===== src/rtl/stdp_weight_updater.sv =====
// Queues STDP spike events and read-modify-writes one synapse weight per event (step = A >> dt, clamped).
// Latency: push into an idle empty queue -> syn_r_en 2 cycles later, syn_w_en 4 cycles later; one write per 3 cycles.
// Backpressure: evt_ready = !full; kill flushes the queue, drops the in-flight event and suppresses its write. Option: STDP_STATS_EN.
module stdp_weight_updater #(
    parameter int         FIFO_DEPTH = 4,
    parameter logic [7:0] A_PLUS     = 8'd16,
    parameter logic [7:0] A_MINUS    = 8'd16,
    parameter logic [7:0] W_MAX      = 8'd255,
    parameter logic [7:0] W_MIN      = 8'd0
) (
    input  logic        clk,
    input  logic        rst,
    input  logic        kill,
    input  logic        evt_valid,
    output logic        evt_ready,
    input  logic [7:0]  evt_neuron,
    input  logic        evt_type,
    input  logic [3:0]  evt_dt,
    output logic        syn_r_en,
    output logic        syn_w_en,
    output logic [7:0]  syn_neuron_num,
    input  logic [7:0]  syn_rd_weight,
    output logic [7:0]  syn_wr_weight,
    output logic        busy
`ifdef STDP_STATS_EN
    ,
    output logic [15:0] ltp_cnt,
    output logic [15:0] ltd_cnt,
    output logic [15:0] sat_cnt
`endif
);

    localparam int PTR_W = (FIFO_DEPTH > 1) ? $clog2(FIFO_DEPTH) : 1;
    localparam logic [PTR_W:0]   DEPTH_C = (PTR_W+1)'(FIFO_DEPTH);
    localparam logic [PTR_W:0]   CNT_ONE = (PTR_W+1)'(1);
    localparam logic [PTR_W-1:0] PTR_ONE = PTR_W'(1);

    typedef enum logic [1:0] {IDLE, RD, CALC, WR} state_t;

    typedef struct packed {
        logic [7:0] neuron;
        logic       ltp;
        logic [3:0] dt;
    } evt_t;

    evt_t             fifo_mem_q [FIFO_DEPTH];
    logic [PTR_W-1:0] wr_ptr_q, wr_ptr_d, rd_ptr_q, rd_ptr_d;
    logic [PTR_W:0]   count_q, count_d;
    state_t           state_q, state_d;
    evt_t             cur_q, cur_d;
    logic [7:0]       new_w_q, new_w_d;
    logic             sat_q, sat_d;

    logic             push, pop, q_empty, wr_fire;
    evt_t             push_dat;
    logic [7:0]       step;
    logic [8:0]       sum;
    logic signed [9:0] diff;
    logic [7:0]       calc_w;
    logic             calc_sat;

    assign q_empty   = (count_q == '0);
    assign evt_ready = (count_q != DEPTH_C);
    assign push      = evt_valid && evt_ready && !kill;
    assign pop       = !kill && !q_empty && (state_q == IDLE || state_q == WR);
    assign push_dat  = '{neuron: evt_neuron, ltp: evt_type, dt: evt_dt};
    // A write is only real if kill is not cancelling it in the same cycle.
    assign wr_fire   = (state_q == WR) && !kill;

    assign syn_r_en       = (state_q == RD);
    assign syn_w_en       = wr_fire;
    assign syn_neuron_num = (state_q != IDLE) ? cur_q.neuron : 8'd0;
    assign syn_wr_weight  = (state_q == WR) ? new_w_q : 8'd0;
    assign busy           = (state_q != IDLE) || !q_empty;

    // Weight update: shifted step, 9-bit add with upper clamp or signed subtract with lower clamp.
    always_comb begin
        step     = (cur_q.ltp ? A_PLUS : A_MINUS) >> cur_q.dt;
        sum      = {1'b0, syn_rd_weight} + {1'b0, step};
        diff     = $signed({2'b00, syn_rd_weight}) - $signed({2'b00, step});
        calc_w   = 8'd0;
        calc_sat = 1'b0;
        if (cur_q.ltp) begin
            if (sum > {1'b0, W_MAX}) begin
                calc_w   = W_MAX;
                calc_sat = 1'b1;
            end else begin
                calc_w   = sum[7:0];
            end
        end else begin
            if (diff < $signed({2'b00, W_MIN})) begin
                calc_w   = W_MIN;
                calc_sat = 1'b1;
            end else begin
                calc_w   = diff[7:0];
            end
        end
    end

    // Next-state for queue pointers/count and the read-modify-write sequencer.
    always_comb begin
        wr_ptr_d = wr_ptr_q;
        rd_ptr_d = rd_ptr_q;
        count_d  = count_q;
        state_d  = state_q;
        cur_d    = cur_q;
        new_w_d  = new_w_q;
        sat_d    = sat_q;
        if (kill) begin
            wr_ptr_d = '0;
            rd_ptr_d = '0;
            count_d  = '0;
            state_d  = IDLE;
        end else begin
            if (push) wr_ptr_d = wr_ptr_q + PTR_ONE;
            if (pop) begin
                rd_ptr_d = rd_ptr_q + PTR_ONE;
                cur_d    = fifo_mem_q[rd_ptr_q];
            end
            if (push && !pop)      count_d = count_q + CNT_ONE;
            else if (pop && !push) count_d = count_q - CNT_ONE;
            case (state_q)
                IDLE: if (pop) state_d = RD;
                RD:   state_d = CALC;
                CALC: begin
                    new_w_d = calc_w;
                    sat_d   = calc_sat;
                    state_d = WR;
                end
                WR:   state_d = pop ? RD : IDLE;
                default: state_d = IDLE;
            endcase
        end
    end

    // Event storage; contents are don't-care while the entry is not counted.
    always_ff @(posedge clk) begin
        if (push) fifo_mem_q[wr_ptr_q] <= push_dat;
    end

    // Control and event registers.
    always_ff @(posedge clk or negedge rst) begin
        if (!rst) begin
            wr_ptr_q <= '0;
            rd_ptr_q <= '0;
            count_q  <= '0;
            state_q  <= IDLE;
            cur_q    <= '0;
            new_w_q  <= 8'd0;
            sat_q    <= 1'b0;
        end else begin
            wr_ptr_q <= wr_ptr_d;
            rd_ptr_q <= rd_ptr_d;
            count_q  <= count_d;
            state_q  <= state_d;
            cur_q    <= cur_d;
            new_w_q  <= new_w_d;
            sat_q    <= sat_d;
        end
    end

`ifdef STDP_STATS_EN
    logic [15:0] ltp_cnt_q, ltp_cnt_d, ltd_cnt_q, ltd_cnt_d, sat_cnt_q, sat_cnt_d;

    assign ltp_cnt = ltp_cnt_q;
    assign ltd_cnt = ltd_cnt_q;
    assign sat_cnt = sat_cnt_q;

    // Statistics count completed write-backs; kill does not clear them.
    always_comb begin
        ltp_cnt_d = ltp_cnt_q;
        ltd_cnt_d = ltd_cnt_q;
        sat_cnt_d = sat_cnt_q;
        if (wr_fire) begin
            if (cur_q.ltp) ltp_cnt_d = ltp_cnt_q + 16'd1;
            else           ltd_cnt_d = ltd_cnt_q + 16'd1;
            if (sat_q)     sat_cnt_d = sat_cnt_q + 16'd1;
        end
    end

    // Statistics registers.
    always_ff @(posedge clk or negedge rst) begin
        if (!rst) begin
            ltp_cnt_q <= 16'd0;
            ltd_cnt_q <= 16'd0;
            sat_cnt_q <= 16'd0;
        end else begin
            ltp_cnt_q <= ltp_cnt_d;
            ltd_cnt_q <= ltd_cnt_d;
            sat_cnt_q <= sat_cnt_d;
        end
    end
`endif

endmodule


===== config.mk =====
export PLATFORM = sky130hd
export DESIGN_NAME = stdp_weight_updater
export DESIGN_NICKNAME = d
export VERILOG_FILES = /design/src/rtl/stdp_weight_updater.sv
export SDC_FILE = /design/constraint.sdc
export NUM_CORES = 1
export LEC_CHECK = 0
export ABC_AREA = 1
export CAP_MARGIN = 20
export CORE_MARGIN = 4
export CORE_UTILIZATION = 51
export CTS_CLUSTER_SIZE = 40
export DETAILED_ROUTE_END_ITERATION = 6
export GPL_TIMING_DRIVEN = 0
export PLACE_DENSITY_LB_ADDON = 0.12
export RECOVER_POWER = 25
export SYNTH_ARGS = -nofsm -noshare
export SYNTH_HDL_FRONTEND = slang
export SYNTH_SLANG_ARGS = --single-unit

===== constraint.sdc =====
create_clock -name clk -period 2.1 [get_ports clk]
set_clock_uncertainty 0.2 [all_clocks]
set_input_delay 0.42 -clock clk [delete_from_list [all_inputs] [get_ports clk]]
set_output_delay 0.42 -clock clk [all_outputs]
set_load 0.02 [all_outputs]

**After elaboration in Yosys (flattened, before gate mapping)**

Memories as Yosys holds them, arrays and structs flattened. A register that Yosys moved wholly into a read port is not among the register bits.
Cells that the tools add are included.

- Memories: 1
- RAM bits: 52
- Output and inout bits: 20
- Bits of input ports: 25
- Register bits: 17

Memories:

| memory | words | width | read ports | clocked after memory_dff | wr ports | RTL line | RTL |
|---|---|---|---|---|---|---|---|
| fifo_mem_q | 4 | 13 | 1 | 1 | 1 | 46 | `evt_t fifo_mem_q [FIFO_DEPTH];` |

- Muxes and demuxes: 18
- Order comparisons: 2
- Bitwise gates (word level): 1
- $add $sub $neg: 6
- Reductions and logical operators: 22
- Equal/unequal tests: 5
- Shift-type cells: 1

Operator list:

| cell | number |
|---|---|
| 8-bit two-way mux | 5 |
| 2-bit two-way mux | 6 |
| 8-bit by 8-bit adder with 9-bit output | 1 |
| 9-bit by 8-bit > comparator with 1-bit output, second input constant | 1 |
| 9-bit by 1-bit less-than comparator with 1-bit output, second input constant | 1 |
| 3-bit two-way mux | 3 |
| 8-bit by 8-bit subtractor with 9-bit output | 1 |
| 2-bit case mux with 4 select lines | 1 |
| 5-bit by 4-bit >> shifter with 8-bit output, first input constant | 1 |
| 1-bit logical AND | 7 |
| 3-bit inequality test, second input constant | 2 |
| 2-bit nonzero test | 3 |
| 1-bit logical NOT | 5 |
| 2-bit by 1-bit adder with 2-bit output, second input constant | 2 |
| 2-bit == test, second input constant | 2 |
| 2-bit AND reduction | 2 |
| 3-bit by 1-bit adder with 3-bit output, second input constant | 1 |
| 3-bit logical NOT | 1 |
| 1-bit two-way mux | 3 |
| 3-bit nonzero test | 1 |
| 3-bit by 1-bit subtractor with 3-bit output, second input constant | 1 |
| 2-bit by 1-bit == test with 1-bit output, second input constant | 1 |
| 2-bit logical NOT | 1 |
| 1-bit logical OR | 2 |
| 1-bit NOT | 1 |

**Longest topological paths before layout**

- Depth after elaboration: 8
- Gate-level depth with buffers: 16

**Worst setup path before layout**

OpenSTA, ideal clock, no wires.

- Path kind: register to register
- Start point: reg cur_q[3] (netlist name)
- End point: reg new_w_q[2]
- Slack: -0.172 ns
- Required time: 1.783 ns
- Arrival time: 1.955 ns
- Path buffers: 0
- Stages on the path, launching flop included: 14
- Library setup time: 0.117 ns
- Path through: dfrtp_1 -> nor2_1 -> inv_1 -> nor3_1 -> inv_1 -> fa_1 -> nand3_1 -> nand3_1 -> nand2_1 -> a21oi_2 -> nand2_1 -> nand3b_1 -> o21ai_1 -> inv_1

- Word-level cells in the longest chain between the ends: 5
- Elaborated cells on any way between the ends: 8
- Those cells by class: 2 x add/sub; 2 x order compare; 1 x shift; 3 x mux

Ends and longest elaborated chain:

| item | RTL line | RTL |
|---|---|---|
| start, declared | 50 | `evt_t cur_q, cur_d;` |
| start signal, assigned | 156 | `cur_q <= cur_d;` |
| 5-bit by 4-bit >> shifter with 8-bit output (*) | 78 | `step = (cur_q.ltp ? A_PLUS : A_MINUS) >> cur_q.dt;` |
| 8-bit by 8-bit subtractor with 9-bit output / 8-bit by 8-bit adder with 9-bit output (equally long branches) | 80, 79 |  |
| 9-bit by 1-bit less-than comparator with 1-bit output / 9-bit by 8-bit > comparator with 1-bit output (equally long branches) | 91, 84 |  |
| 8-bit two-way mux, on equally long branches | 91, 84 |  |
| 8-bit two-way mux (*) | 83 | `if (cur_q.ltp) begin` |
| end signal, assigned | 157 | `new_w_q <= new_w_d;` |
| end, declared | 51 | `logic [7:0] new_w_q, new_w_d;` |

Mark *: on every way between the ends. The rest lies on a longest branch, timed or not.
A chain may end at the register's enable or synchronous reset.

**Worst setup path in the final report**

- Start point: reg cur_q[0] (netlist name)
- End point: reg new_w_q[2]

The elaborated chain is that of the path after synthesis.

==> results.md <==
- Outcome: finished, violations left
- Failing checks: negative setup slack
- Worst Path Required: between 2 and 2.5 ns
- DR WL/cell: 15.21 um
- P_leak: about 2.4 nW
- #FFs+latches synth: 82
- Buf+Inv Stages, Crit Path: 5
- Area Growth Syn to Fin: 31.07%
- Synthesized area per cell: roughly 9 um2
- Row cnt: 33
- Actual slew at the worst max-slew pin: 0.6252 ns
- First-pass DRT Iterations: 4
- Crit path time final: around 2.4 ns
- Iter 0 DRT Violations: around 180
- Final setup fails: 8
- Synthesized area: roughly 4300 um2
- Worst Setup Start Kind: flop
- Top delay family on crit path: adder cells
- Fill count: between 600 and 700
- Crit-path cells: nor2_2, inv_2, nor3_4, ha_2, inv_2, fa_2, buf_4, buf_4, xor2_1, nand2_1, nand3b_1, o21ai_1, inv_1
- Total global routing overflow: 0
- Post-layout nets: 600
- CP max FO: 3
- Total power: 7.000 mW
- # diodes: 0
- Share of post-route cells with drive strength above 1: approximately 28%
- Total Wirelength: 10.08 mm
- Part of the cycle the worst path needs: 112.8%
- Most used DFF post-synth: edfxtp_1
- Worst setup EP type: flop
- # clock sinks: between 80 and 90
- Pre-CTS WS: -0.7043 ns
- Critical path class: reg2reg
- Critical path's largest stage delay: ~0.42 ns
- Starting Density: between 50% and 60%
- Post-Syn Nets: 519
- HP Class: in2async
- CTS root buf: clkbuf_8
- Via count: approximately 3.5k
- Setup ws final: -0.2694 ns
- Cell variety after synth: 33
- Slew headroom: about three fifths
- Yosys warnings: 0
- Vias in the first global route: 3361
- Register area share after synthesis: 53.81%
- Clk pin slew, worst setup/hold paths: ~0.09 ns
- Peak supply drop: roughly 0.55 mV
- Area of the multi-input gates: about 2000 um2
- Max-cap violation count: 0
- Post-Syn Instances: about 470
- FMAX: between 400 and 500 MHz
- TNS Setup: -1.751 ns
- Core Area: 8217 um2
- DRT antenna net count: 0
- Die area: between 9000 and 10000 um2
- IO Count: 45
- Register area: about 2300 um2
- CTS tree: done
- Crit-path slowest cell: dfrtp_1
- Top cells by area, synth: edfxtp_1 (36%), dfrtp_1 (17%), nand2_1 (7.8%)
- Die Span X: between 90 and 100 um
- TritonCTS Buffers: 9
- DRC: 0
- Async set-reset flop share out of synthesis: 36.59%
- DR vias/cell: roughly 5.3
- Global placement routability congestion: around 0.94
- Die Height: 99.79 um
- Worst Path Arrival: around 2.4 ns
- H-tree Lvls: 3
- Hold Violations, Final: 0
- Cell taking the most area after synthesis: edfxtp_1
- Initial antenna violation count: 0
- IO buf count: 42
- Number of flops mapped to enable cells by yosys: 52
- CTS Hold Bufs: 0
- Synth top area share: between 30% and 40%
- Maximum clock path buffer count: 2
- Worst-Skew Late Latency: around 0.35 ns
- First-pass GRT wire length: approximately 16 mm
- RSZ-0062 raised after global routing: yes
- DP HPWL: between 6 and 7 mm
- Cell area power density: between 1000 and 1500 nW/um2
- Largest net degree at the start of global routing: 21
- GRT Total Usage: between 20% and 30%
- Pins Over Slew Limit: 0
- Final Core Density: between 60 and 70%
[layer usage]
layer / GRT usage [%] / wire (um)
met5: 0 / 0
met4: 8.824 / 260
met3: 3.197 / 409
met2: 35.09 / 5207
met1: 25.18 / 4205
[sequential cells by signal, indices dropped and copies added (netlist names)]
signal and count:
fifo_mem_q 52, cur_q 13, new_w_q 8, count_q 3
rd_ptr_q 2, state_q 2, wr_ptr_q 2
[cell usage in the layout (no fill, tap or decap), drive strengths merged]
cell           netlist  final
a21oi                6      6
clkdlybuf4s15        0      2
dlygate4sd3          0     12
clkinv               0      4
or2                  2      2
nand2               90     90
nand3               32     32
edfxtp              52     52
bufinv               0      2
o211ai               1      1
nand3b               1      1
dfrtp               30     30
nor3b                1      1
ha                  19     19
o32ai               13     13
buf                 15     63
o21bai               2      2
fa                   3      3
o22ai                1      1
nand4                2      2
xor2                 3      3
and2                 1      1
clkbuf               5     12
nor3                 8      8
xnor2                1      1
inv                 63     64
clkdlybuf4s50        0      9
nor2                82     82
dlygate4sd2          0      1
o21ai               39     39
[where the power goes]
part	internal (mW)	switching [mW]
sequential	2.05	0.169
clock	0.694	0.612
combinational	1.38	2.09
total	4.13	2.87
[per-stage QoR]
step / instances / hold slack, ns / area, um2
floorplan: 472 / -0.07559 / 4329
global placement: 619 / 0.2688 / 4881
detailed placement: 624 / 0.2721 / 4954
CTS: 650 / 0.2657 / 5381
global route: 663 / 0.2759 / 5632
finish: 663 / 0.2487 / 5632
[final timing paths]
path | from | endpoint | slack [ns] | depth (start not counted)
max reg2reg | cur_q[0]$_DFFE_PN0P_ | new_w_q[2]$_DFFE_PN0P_ | -0.27 | 13
max in group asynchronous | rst | cur_q[3]$_DFFE_PN0P_ | 0.92 | 2
max | cur_q[0]$_DFFE_PN0P_ | new_w_q[2]$_DFFE_PN0P_ | -0.27 | 13
min reg2reg | new_w_q[6]$_DFFE_PN0P_ | new_w_q[6]$_DFFE_PN0P_ | 0.29 | 2
min | rst | state_q[1]$_DFFE_PN0P_ | 0.25 | 1
min in group clk | new_w_q[6]$_DFFE_PN0P_ | new_w_q[6]$_DFFE_PN0P_ | 0.29 | 2
[logic make-up after synthesis]
group / synth area share, %
xor gates and xnor gates: 0.8155
and+or+nand+nor: 21.75
adders and majority gates: 6.931
buffers and inverters: 8.037
DFF: 53.81
AOI/OAI and AO/OA: 8.649
[layout make-up]
| class | count | area share, % |
|---|---|---|
| Sequential cell | 82 | 41.10 |
| Multi-Input combinational cell | 307 | 35.10 |
| Timing Repair Buffer | 72 | 11.00 |
| Inverter | 63 | 4.243 |
| Tap cell | 105 | 2.333 |
| Clock buffer | 9 | 2.200 |
| Clock inverter | 7 | 2.022 |
| Buffer | 18 | 2.000 |
[synthesized netlist by cell type, types with 3 or more instances]
cell type	instances
o32ai_1	13
dfrtp_1	30
clkbuf_1	5
o21ai_0	33
inv_1	59
fa_1	3
nand3_2	4
nand3_1	28
nand2_1	89
ha_1	19
o21ai_1	6
buf_4	6
buf_2	9
nor2_1	80
edfxtp_1	52
xor2_1	3
nor3_1	7
a21oi_1	5
inv_2	4
[what timing repair did]
item / in CTS / in global routing
cloned: 0 / 2
setup endpoints to repair: 82 / 31
setup buffers: 12 / 11
pin swaps: 8 / 11
gates resized for setup: 95 / 74
Note: power is estimated with default switching activity, not from simulation.
